## src/rtl/ftdi_bus_sched.sv

```systemverilog
// FT245 synchronous FIFO bus scheduler: arbitrates RX reads and TX writes with burst quotas,
// round-robin fairness and a turnaround gap. Optional byte statistics via FTDI_BUS_SCHED_STATS_EN.
module ftdi_bus_sched #(
   parameter int RX_BURST_MAX = 64,
   parameter int TX_BURST_MAX = 64,
   parameter int TURN_CYC     = 2,
   parameter int CNT_W        = 8
) (
   input  logic        clk,
   input  logic        n_rst,
   input  logic        rxf,
   input  logic        txe,
   input  logic        rx_space,
   input  logic        tx_avail,
   output logic        oe,
   output logic        rd,
   output logic        wr,
   output logic        rx_stb,
   output logic        tx_pop,
   output logic        dir_tx,
   output logic        busy,
   output logic [31:0] rx_bytes,
   output logic [31:0] tx_bytes,
   input  logic        stats_clr
);

   typedef enum logic [2:0] {
      IDLE     = 3'd0,
      RX_OE    = 3'd1,
      RX_BURST = 3'd2,
      TX_BURST = 3'd3,
      TURN     = 3'd4
   } state_t;

   localparam logic DIR_RX = 1'b0;
   localparam logic DIR_TX = 1'b1;
   localparam logic [CNT_W-1:0] RX_LAST   = CNT_W'(RX_BURST_MAX - 1);
   localparam logic [CNT_W-1:0] TX_LAST   = CNT_W'(TX_BURST_MAX - 1);
   localparam logic [CNT_W-1:0] TURN_LAST = CNT_W'(TURN_CYC - 1);

   state_t           state_r;
   logic [CNT_W-1:0] cnt_r;
   logic             last_dir_r;
   logic             oe_r;
   logic             dir_tx_r;
   logic             busy_r;
   logic             rx_req_s;
   logic             tx_req_s;
   logic             rx_stb_s;
   logic             tx_pop_s;

   assign rx_req_s = ~rxf & rx_space;
   assign tx_req_s = ~txe & tx_avail;

   // Transfer strobes follow the live request so a dropped request stops the byte in the same cycle.
   always_comb begin
      rx_stb_s = 1'b0;
      tx_pop_s = 1'b0;
      case (state_r)
         RX_BURST: rx_stb_s = rx_req_s;
         TX_BURST: tx_pop_s = tx_req_s;
         default: begin
            rx_stb_s = 1'b0;
            tx_pop_s = 1'b0;
         end
      endcase
   end

   // Bus ownership FSM; oe/dir_tx/busy are registered alongside the state they belong to.
   always_ff @(posedge clk or negedge n_rst) begin
      if (!n_rst) begin
         state_r    <= IDLE;
         cnt_r      <= '0;
         last_dir_r <= DIR_TX;
         oe_r       <= 1'b1;
         dir_tx_r   <= 1'b0;
         busy_r     <= 1'b0;
      end else begin
         case (state_r)
            IDLE: begin
               cnt_r <= '0;
               if (rx_req_s && (!tx_req_s || last_dir_r == DIR_TX)) begin
                  state_r <= RX_OE;
                  oe_r    <= 1'b0;
                  busy_r  <= 1'b1;
               end else if (tx_req_s) begin
                  state_r  <= TX_BURST;
                  dir_tx_r <= 1'b1;
                  busy_r   <= 1'b1;
               end else begin
                  state_r <= IDLE;
               end
            end
            RX_OE: begin
               state_r <= RX_BURST;
            end
            RX_BURST: begin
               if (!rx_req_s || cnt_r == RX_LAST) begin
                  state_r    <= TURN;
                  cnt_r      <= '0;
                  last_dir_r <= DIR_RX;
                  oe_r       <= 1'b1;
               end else begin
                  cnt_r <= cnt_r + 1'b1;
               end
            end
            TX_BURST: begin
               if (!tx_req_s || cnt_r == TX_LAST) begin
                  state_r    <= TURN;
                  cnt_r      <= '0;
                  last_dir_r <= DIR_TX;
                  dir_tx_r   <= 1'b0;
               end else begin
                  cnt_r <= cnt_r + 1'b1;
               end
            end
            TURN: begin
               if (cnt_r == TURN_LAST) begin
                  state_r <= IDLE;
                  cnt_r   <= '0;
                  busy_r  <= 1'b0;
               end else begin
                  cnt_r <= cnt_r + 1'b1;
               end
            end
            default: begin
               state_r  <= IDLE;
               cnt_r    <= '0;
               oe_r     <= 1'b1;
               dir_tx_r <= 1'b0;
               busy_r   <= 1'b0;
            end
         endcase
      end
   end

   assign oe     = oe_r;
   assign dir_tx = dir_tx_r;
   assign busy   = busy_r;
   assign rd     = ~rx_stb_s;
   assign wr     = ~tx_pop_s;
   assign rx_stb = rx_stb_s;
   assign tx_pop = tx_pop_s;

`ifdef FTDI_BUS_SCHED_STATS_EN
   logic [31:0] rx_bytes_r;
   logic [31:0] tx_bytes_r;

   // Byte statistics; clear wins over a coincident increment.
   always_ff @(posedge clk or negedge n_rst) begin
      if (!n_rst) begin
         rx_bytes_r <= 32'd0;
         tx_bytes_r <= 32'd0;
      end else if (stats_clr) begin
         rx_bytes_r <= 32'd0;
         tx_bytes_r <= 32'd0;
      end else begin
         if (rx_stb_s) begin
            rx_bytes_r <= rx_bytes_r + 32'd1;
         end else begin
            rx_bytes_r <= rx_bytes_r;
         end
         if (tx_pop_s) begin
            tx_bytes_r <= tx_bytes_r + 32'd1;
         end else begin
            tx_bytes_r <= tx_bytes_r;
         end
      end
   end

   assign rx_bytes = rx_bytes_r;
   assign tx_bytes = tx_bytes_r;
`else
   logic unused_stats_clr_s;

   assign unused_stats_clr_s = stats_clr;
   assign rx_bytes           = 32'd0;
   assign tx_bytes           = 32'd0;
`endif

endmodule

```

## config.mk

```make
export PLATFORM = sky130hd
export DESIGN_NAME = ftdi_bus_sched
export DESIGN_NICKNAME = d
export VERILOG_FILES = /design/src/rtl/ftdi_bus_sched.sv
export SDC_FILE = /design/constraint.sdc
export NUM_CORES = 1
export LEC_CHECK = 0
export ABC_AREA = 1
export BUFFER_PORTS_ARGS = -buffer_cell sky130_fd_sc_hd__buf_2
export CORE_UTILIZATION = 48
export DETAILED_ROUTE_END_ITERATION = 7
export PLACE_DENSITY = 0.85
export SETUP_SLACK_MARGIN = 0.05
export SKIP_LAST_GASP = 1
export SLEW_MARGIN = 0
export SYNTH_ARGS = -nofsm -noshare
export SYNTH_HDL_FRONTEND = slang
export SYNTH_SLANG_ARGS = --single-unit
export TNS_END_PERCENT = 100
```

## constraint.sdc

```tcl
create_clock -name clk -period 4.85 [get_ports clk]
set_clock_uncertainty 0.2 [all_clocks]
set_input_delay 0.7275 -clock clk [delete_from_list [all_inputs] [get_ports clk]]
set_output_delay 0.7275 -clock clk [all_outputs]
set_load 0.02 [all_outputs]
```

==> results of run 1 <==
[final cells by class]
class,instances,area [um2]
well taps,31,38.79
flip-flops and latches,15,377.9
fillers,267,1474
repair buffers,12,60.06
clock buffers,4,26.28
multi-input cells,147,743.2
inverters,22,85.08
[logic make-up after synthesis]
family / share of synthesized area [%]
adders and majority gates: 1.725
buffers and inverters: 39.00
and+or+nand+nor: 28.04
AOI/OAI and AO/OA: 3.106
DFF: 26.06
xor gates and xnor gates: 1.812
other: 0.2586
[Yosys cell counts (2+ instances only)]
cell / n / area share, %
o21ai_0: 6 / 2.1
nor2_4: 4 / 3.1
nand3_2: 2 / 1.4
nand2_2: 2 / 0.86
nand3_1: 6 / 2.1
nand4_1: 4 / 1.7
nor2_1: 8 / 2.1
dfstp_2: 2 / 3.6
inv_1: 18 / 4.7
buf_4: 64 / 33
nand2_4: 4 / 3.1
ha_1: 2 / 1.7
a21oi_1: 2 / 0.69
nand2_1: 28 / 7.2
dfrtp_1: 13 / 22
xor2_1: 3 / 1.8
inv_2: 3 / 0.78
nor2_2: 9 / 3.9
[routing by layer]
layer / vias up / GRT usage [%] / share of wire (%)
met5: - / 0 / 0
met4: 0 / 6.272 / 1.1
met3: 4 / 2.041 / 6.0
met2: 46 / 22.86 / 50
met1: 424 / 15.99 / 43
li1: 468 / - / -
[sequential cells by signal (all words and copies together) (netlist names)]
register and flops:
cnt_r 8, dir_tx 1, busy 1, oe 1
last_dir_r 1, state_r 3
[metrics by stage]
| step | instances | area [um2] | power (uW) | hold slack, ns | utilization, % |
|---|---|---|---|---|---|
| 5_1_grt | 231 | 1331 | 559.7 | 0.1416 | 47.46 |
| 2_1_floorplan | 248 | 1687 | 434.1 | 0.2319 | - |
| 3_3_place_gp | 227 | 1305 | 438.1 | 0.2560 | 46.52 |
| 3_5_place_dp | 227 | 1305 | 445.2 | 0.2605 | 46.52 |
| 6_report | 231 | 1331 | 515.9 | 0.1235 | 47.46 |
| 4_1_cts | 231 | 1331 | 519.1 | 0.1332 | 47.46 |
[power by group]
group	switching, uW	internal, uW
Combinational	186	68.2
Clock	42.7	32.0
Sequential	26.8	160
[path summary, 6_finish.rpt]
kind / startpoint / end / slack (ns)
worst min register to register: dir_tx / dir_tx / 0.28
max in group asynchronous: n_rst / last_dir_r / 4.03
min in group clk: dir_tx / dir_tx / 0.28
worst min-delay path: n_rst / cnt_r[7] / 0.12
worst max register to register: cnt_r[0] / cnt_r[2] / 3.12
worst max-delay path: txe / wr / 2.48
[worst reg2reg max path, delay by kind of cell, from the launching register on]
kind | cells | cell delay [ns]
flip-flops | 1 | 0.44
AND/OR/NAND/NOR | 7 | 0.79
adder cells (fa/ha/maj) | 1 | 0.20
==> key figures, run 1 <==
Run status
  – Run status: finished with violations
  – Violated checks: DRC

Timing
  – Final setup fails: 0
  – F_max: 421.5 MHz
  – Min cycle time layout: 2.372 ns
  – Final WS setup: 2.478 ns
  – Setup TNS Final: 0 ns
  – Final Max Slew Viols: 0
  – Fraction of the cycle the final worst path needs: 48.91%
  – Final Hold Violating Endpoints: 0
  – RSZ-0062 raised after global routing: no

Detailed routing
  – ANT nets after route: 0
  – Vias: 942
  – Drt wl/cell: 8.615 um
  – Vias per cell: 4.078
  – Post-route DRC: 14
  – First DRT Iteration DRCs: 32
  – Drt total wl: 1.990 mm
  – Drt pass-1 iters: 7

Finish
  – Layout area overhead: -8.197%
  – Nets@finish: 210
  – Layout cell share with drive strength beyond 1: 22.00%
  – Ant diodes: 0
  – Commonest non-fill, non-tap cell in the layout: conb_1
  – Most frequent cells in the layout: conb_1, nand2_1, inv_1

GRT
  – Total gr overflow: 0
  – GRT Total Usage: 13.17%
  – Vias in the first global route: 788
  – Largest net degree at the start of global routing: 16
  – Initial antenna violation count: 0
  – Global-route wire length before repair: 3.305 mm

Synthesis
  – Mapped cell area: 1450 um2
  – Post-synthesis register bit count: 15
  – Sequential share of the synthesized area: 26.06%
  – Post-Syn Instances: 185
  – EDFF count, synth: 0
  – Share of flip-flops with an asynchronous set or reset: 100.0%
  – Syn_area_per_cell: 7.839 um2
  – Synth cell types: 23
  – Warning count from the yosys run: 0
  – Top FF cell, synth: dfrtp_1

Floorplan
  – Core area: 2805 um2
  – Die ar.: 3245 um2
  – DIE HEIGHT: 56.97 um
  – Initial core utilization: 51.69%
  – Row count: 19
  – I/O pins: 78
  – Die W: 56.97 um

Power
  – Power per cell area: 387.5 nW/um2
  – Worst vdd ir: 0.0001776 V
  – Leak: 0.0007541 uW

Min path
  – HP Class: in2async

Place
  – Place WS: 2.485 ns
  – Port Buffer Count: 12
  – Placed wire-length estimate: 1.629 mm
  – Placer Congestion: 0.9048

Critical path
  – Startpoint types: input port
  – Critical path peak fanout: 5
  – CP max stage cell: nor2_2
  – Crit path DAT: 1.44 ns
  – Buffers & Inverters on Critical Path: 4
  – Cell family with most CP delay: buffers and inverters
  – Critical-path cell list: buf_2 > inv_1 > nand2_1 > nor2_2 > inv_1 > buf_2
  – Reg2reg path depth: 8
  – Worst path depth: 6
  – Kind of critical path: in2out
  – Crit path largest cell delay: 0.23 ns
  – Crit path required time: 3.92 ns
  – Setup crit end kind: primary output

Run
  – Max cap viols: 0

Clock network
  – Clk buf depth: 2
  – Total setup buffers inserted after CTS: 0
  – Clock tree sinks: 15
  – Clk pin slew, worst setup/hold paths: 0.10 ns
  – Cts hold-fix bufs: 0
  – CTS tree: yes
  – Worst-skew pair later-pin latency: 0.29 ns
  – Clock root buffer: clkbuf_4
  – Post_cts resized: 0
  – Total number of H-tree levels: 1
  – TritonCTS buffer count: 3
Power figures use the tool's default switching activity.
==> run 2: changes to the inputs <==
Settings changed: ABC_AREA 1 to 0, CORE_UTILIZATION 48 to 40, PLACE_DENSITY 0.85 to 0.77.
Clock period 4.85 ns to 2 ns, I/O delays scaled along.
==> key figures, run 2 <==
Power
  – Leak: 0.0007571 uW
  – Psw: 631.2 uW
  – Sw Share: 44.44%
  – Power per cell area: 950.8 nW/um2
  – Flop pwr share: 32.1%
  – Worst vdd ir: 0.0002639 V
  – Combinational power share: 55.5%
  – P_int: 789.2 uW
  – Clock Power Share: 12.4%

Finish
  – Final Non-Filler Cells: 239
  – Nets@finish: 205
  – Largest Register: cnt_r
  – Ant diodes: 0
  – Commonest non-fill, non-tap cell in the layout: conb_1
  – Most frequent cells in the layout: conb_1, buf_4, dfrtp_1
  – Layout area overhead: 10.05%
  – Final Util: 47.76%
  – Layout cell share with drive strength beyond 1: 31.28%
  – Fillers: 317
  – Biggest regs: cnt_r x8, state_r x3
  – Largest register FFs: 8

Critical path
  – Crit path DAT: 2.00 ns
  – Crit path required time: 1.98 ns
  – Setup crit end kind: register
  – Startpoint types: register
  – Critical path peak fanout: 5
  – Kind of critical path: reg2reg

Clock network
  – Worst-skew pair later-pin latency: 0.29 ns
  – Clock root buffer: clkbuf_4
  – CTS tree: yes
  – Total number of H-tree levels: 1
  – TritonCTS buffer count: 3
  – Clock tree sinks: 15
  – Clk pin slew, worst setup/hold paths: 0.09 ns
  – Clk buf depth: 2

Synthesis
  – Mapped cell area: 1358 um2
  – Largest cells by area after synthesis: buf_4, dfrtp_1, dfstp_2
  – Post-synthesis register bit count: 15
  – Synth top area share: 35.39%
  – EDFF count, synth: 0
  – Warning count from the yosys run: 0
  – Synth area leader: buf_4
  – Most frequent cell after synthesis: buf_4
  – Syn_area_per_cell: 8.592 um2
  – Top FF cell, synth: dfrtp_1
  – Share of flip-flops with an asynchronous set or reset: 100.0%
  – Post-Syn Instances: 158
  – Synth top cells by count: buf_4, dfrtp_1, o21ai_0
  – Synth cell types: 38
  – Sequential share of the synthesized area: 27.83%

Detailed routing
  – Drt pass-1 iters: 5
  – Vias per cell: 4.301
  – Drt wl/cell: 10.11 um
  – Vias: 1028
  – Drt total wl: 2.416 mm
  – Post-route DRC: 0
  – First DRT Iteration DRCs: 55
  – ANT nets after route: 0

Min path
  – HP Class: in2async

Floorplan
  – DIE HEIGHT: 60.26 um
  – Die W: 60.26 um
  – Core area: 3128 um2
  – Row count: 20
  – Die ar.: 3631 um2
  – Initial core utilization: 43.40%
  – I/O pins: 78

GRT
  – Initial antenna violation count: 0
  – Largest net degree at the start of global routing: 16
  – Vias in the first global route: 787
  – Global-route wire length before repair: 3.401 mm
  – Total gr overflow: 0
  – GRT Total Usage: 13.23%

Place
  – Placed wire-length estimate: 1.694 mm
  – Placer Congestion: 0.8589
  – Placed Instances: 226
  – Port Buffer Count: 12

Timing
  – Min cycle time layout: 2.016 ns
  – Final WS setup: -0.01560 ns
  – RSZ-0062 raised after global routing: yes
  – Final Hold Violating Endpoints: 0
  – F_max: 496.1 MHz
  – Fraction of the cycle the final worst path needs: 100.8%
  – Final Max Slew Viols: 0
  – Final setup fails: 3

Run
  – Max cap viols: 0

Run status
  – Run status: finished with violations
  – Violated checks: setup timing
==> run 2: cell count changes after synthesis, moves of 3 or more <==
cell     previous run  this run
a21oi_1             2         7
inv_1              18         6
nand2_1            28         6
nand2_4             4         0
nand4_1             4         0
nor2_2              9         0
nor2_4              4         0
nor3_1              0         3
o21ai_0             6         9
==> run 2: metal layers <==
metal / global-route usage [%] / share of wire (%) / vias up
met5: 0 / 0 / -
met4: 9.302 / 2.6 / 0
met2: 20.25 / 52 / 66
li1: - / - / 478
met3: 3.896 / 7.5 / 6
met1: 15.66 / 38 / 478
==> run 2: worst paths after layout <==
path / cells after the start / slack, ns / from / endpoint
min in group clk: 4 / 0.22 / rxf / last_dir_r
setup / recovery: 7 / -0.02 / cnt_r[1] / cnt_r[2]
max in group asynchronous: 2 / 1.08 / n_rst / last_dir_r
setup reg to reg: 7 / -0.02 / cnt_r[1] / cnt_r[2]
hold / removal: 2 / 0.22 / n_rst / state_r[1]
hold reg to reg: 1 / 0.33 / oe / oe
==> run 2: logic make-up after synthesis <==
| family | count (synthesis) | share of synthesized area [%] |
|---|---|---|
| AOI/OAI and AO/OA | 28 | 14.56 |
| xor gates and xnor gates | 3 | 1.936 |
| adders and majority gates | 2 | 1.843 |
| buffers and inverters | 71 | 37.33 |
| DFF | 15 | 27.83 |
| muxes | 1 | 0.7374 |
| other | 1 | 0.2762 |
| and+or+nand+nor | 37 | 15.48 |
==> run 2: worst max-delay path, stage by stage (launching register included) <==
cell and delay [ns]:
dfrtp_1 0.41, inv_2 0.09, ha_4 0.11, or3b_4 0.37, o211ai_2 0.20, a21boi_4 0.24, and2_4 0.22, nor3_1 0.07
==> run 2: power by group through the flow <==
stage	combinational (uW)	sequential [uW]	clock (uW)
2_1_floorplan	521	483	0
3_3_place_gp	680	444	0
3_5_place_dp	687	449	0
4_1_cts	722	446	184
5_1_grt	856	466	200
6_report	788	456	177
==> run 2: area by class of cell <==
| type | instances | area (um2) | share of cell area [%] |
|---|---|---|---|
| clock buffer | 3 | 22.52 | 1.508 |
| clock inverter | 1 | 5.005 | 0.3350 |
| inverter | 7 | 26.28 | 1.759 |
| multi-input combinational | 135 | 765.7 | 51.26 |
| sequential | 15 | 379.1 | 25.38 |
| tap | 44 | 55.05 | 3.685 |
| timing repair buffer | 34 | 240.2 | 16.08 |
==> run 2: what timing repair did <==
item | CTS | global route
buffers inserted | 4 | 4
hold endpoints to repair | 15 | 0
pin swaps | 4 | 7
hold buffers | 1 | 0
gates resized for setup | 8 | 12
setup endpoints to repair | 12 | 13
==> run 2: through the flow <==
| stage | hold WS (ns) | worst slack (ns) | area (um2) | setup TNS (ns) | power, uW |
|---|---|---|---|---|---|
| final | 0.2163 | -0.01560 | 1494 | -0.03793 | 1420 |
| after global routing | 0.2254 | -0.07349 | 1494 | -0.3743 | 1522 |
| after floorplan | -0.1956 | 0.05010 | 1594 | 0 | 1003 |
| after detailed placement | 0.02154 | -0.04695 | 1326 | -0.1468 | 1137 |
| after global placement | 0.02682 | -0.01442 | 1326 | -0.01454 | 1124 |
| after CTS | 0.1915 | 0.01342 | 1418 | 0 | 1351 |
==> run 3: changes to the inputs <==
Settings changed: RECOVER_POWER set to 100.
==> key figures, run 3 (same netlist as run 2, synthesis figures left out) <==
Run status
  – Run status: finished with violations
  – Violated checks: setup timing

Clock network
  – Clk pin slew, worst setup/hold paths: 0.09 ns
  – TritonCTS buffer count: 3
  – Clk buf depth: 2
  – Worst-skew pair later-pin latency: 0.29 ns
  – Clock tree sinks: 15
  – CTS tree: yes
  – Total number of H-tree levels: 1
  – Clock root buffer: clkbuf_4

Detailed routing
  – Vias per cell: 4.322
  – Post-route DRC: 0
  – ANT nets after route: 0
  – Vias: 1033
  – Drt pass-1 iters: 4
  – Drt wl/cell: 10.21 um
  – First DRT Iteration DRCs: 62
  – Drt total wl: 2.441 mm

Critical path
  – Crit path DAT: 1.51 ns
  – Critical path peak fanout: 3
  – Worst path depth: 4
  – Reg2reg path depth: 5
  – Buffers & Inverters on Critical Path: 2
  – Crit path largest cell delay: 0.39 ns
  – Critical-path cell list: or3b_4 > or2_4 > inv_2 > buf_6
  – Startpoint types: register
  – Crit path required time: 1.50 ns
  – Setup crit end kind: primary output
  – Kind of critical path: reg2out
  – CP max stage cell: dfrtp_1
  – Cell family with most CP delay: simple AND/OR/NAND/NOR gates

Floorplan
  – Row count: 20
  – Die ar.: 3631 um2
  – Die W: 60.26 um
  – Core area: 3128 um2
  – Initial core utilization: 43.40%
  – DIE HEIGHT: 60.26 um
  – I/O pins: 78

Power
  – Power per cell area: 948.5 nW/um2
  – Worst vdd ir: 0.0002642 V
  – Leak: 0.0007398 uW

Finish
  – Layout cell share with drive strength beyond 1: 28.21%
  – Layout area overhead: 8.663%
  – Most frequent cells in the layout: conb_1, buf_4, dfrtp_1
  – Reg area: 379.1 um2
  – Final Non-Filler Cells: 239
  – Ant diodes: 0
  – Largest Register: cnt_r
  – Nets@finish: 205
  – Largest register FFs: 8
  – Commonest non-fill, non-tap cell in the layout: conb_1
  – Multi-input combinational cell area: 765.7 um2
  – Fillers: 321
  – Biggest regs: cnt_r x8, state_r x3

Timing
  – Rel. slew slack: 46.45%
  – F_max: 497.5 MHz
  – Worst slew pin tran: 0.8032 ns
  – Final setup fails: 3
  – Final Max Slew Viols: 0
  – Fraction of the cycle the final worst path needs: 100.5%
  – Final Hold Violating Endpoints: 0
  – RSZ-0062 raised after global routing: yes
  – Min cycle time layout: 2.010 ns
  – Final WS setup: -0.01022 ns

GRT
  – GRT Total Usage: 13.23%
  – Vias in the first global route: 787
  – Initial antenna violation count: 0
  – Total gr overflow: 0
  – Global-route wire length before repair: 3.401 mm
  – Largest net degree at the start of global routing: 16

Place
  – Port Buffer Count: 12
  – Place WS: -0.04695 ns
  – Placed Instances: 226
  – Placer Congestion: 0.8589
  – Placed wire-length estimate: 1.694 mm

Min path
  – HP Class: in2reg
  – Hold path cells: 4

Run
  – Max cap viols: 0
-- run 3: cell types whose count changed in the layout (fill, tap and decap cells not counted), sizes merged --
cell,previous run,this run
buf,33,25
clkbuf,3,11
-- run 3: layout make-up --
class,count,area share [%]
Multi-Input combinational cell,135,51.91
Timing Repair Buffer,34,15.01
Sequential cell,15,25.70
Inverter,7,1.781
Clock buffer,3,1.527
Tap cell,44,3.732
Clock inverter,1,0.3393
-- run 3: worst reg2reg max path, delay by kind of cell, from the launching register on --
kind	cells	cell delay, ns
AOI/OAI and AO/OA	2	0.47
DFF	1	0.40
and+or+nand+nor	3	0.84
-- run 3: per-stage QoR --
stage | area (um2) | hold slack [ns] | util, % | total power (uW) | TNS [ns]
after floorplan | 1594 | -0.1956 | - | 1003 | 0
after global placement | 1326 | 0.02682 | 42.40 | 1124 | -0.01454
after detailed placement | 1326 | 0.02154 | 42.40 | 1137 | -0.1468
after CTS | 1418 | 0.1915 | 45.32 | 1351 | 0
after global routing | 1475 | 0.2254 | 47.16 | 1498 | -0.3625
final | 1475 | 0.2175 | 47.16 | 1399 | -0.02256
-- run 3: final timing paths --
| check | from | endpoint | slack, ns |
|---|---|---|---|
| max | state_r[0] | rx_stb | -0.01 |
| min reg2reg | oe | oe | 0.33 |
| max in group asynchronous | n_rst | cnt_r[0] | 0.65 |
| min in group asynchronous | n_rst | state_r[1] | 0.40 |
| max reg2reg | cnt_r[5] | cnt_r[2] | -0.01 |
| min | rxf | last_dir_r | 0.22 |
-- run 3: power by group --
part           leakage (uW)  switching (uW)  internal [uW]
sequential         0.000189            66.4            389
combinational      0.000533             464            303
clock             0.0000177             102           74.6
-- run 3: timing repair --
item | in CTS | in global routing
setup endpoints to repair | 12 | 13
endpoints found under the hold margin | 15 | 0
setup buffers | 4 | 4
pin swaps | 4 | 7
hold buffers | 1 | 0
resized for setup | 8 | 12
-- run 3: per-layer routing --
| layer | GRT usage, % | vias to the layer above | wire length [um] |
|---|---|---|---|
| li1 | - | 477 | - |
| met1 | 15.66 | 478 | 917 |
| met2 | 20.25 | 70 | 1250 |
| met3 | 3.896 | 8 | 200 |
| met4 | 9.302 | 0 | 73 |
| met5 | 0 | - | 0 |
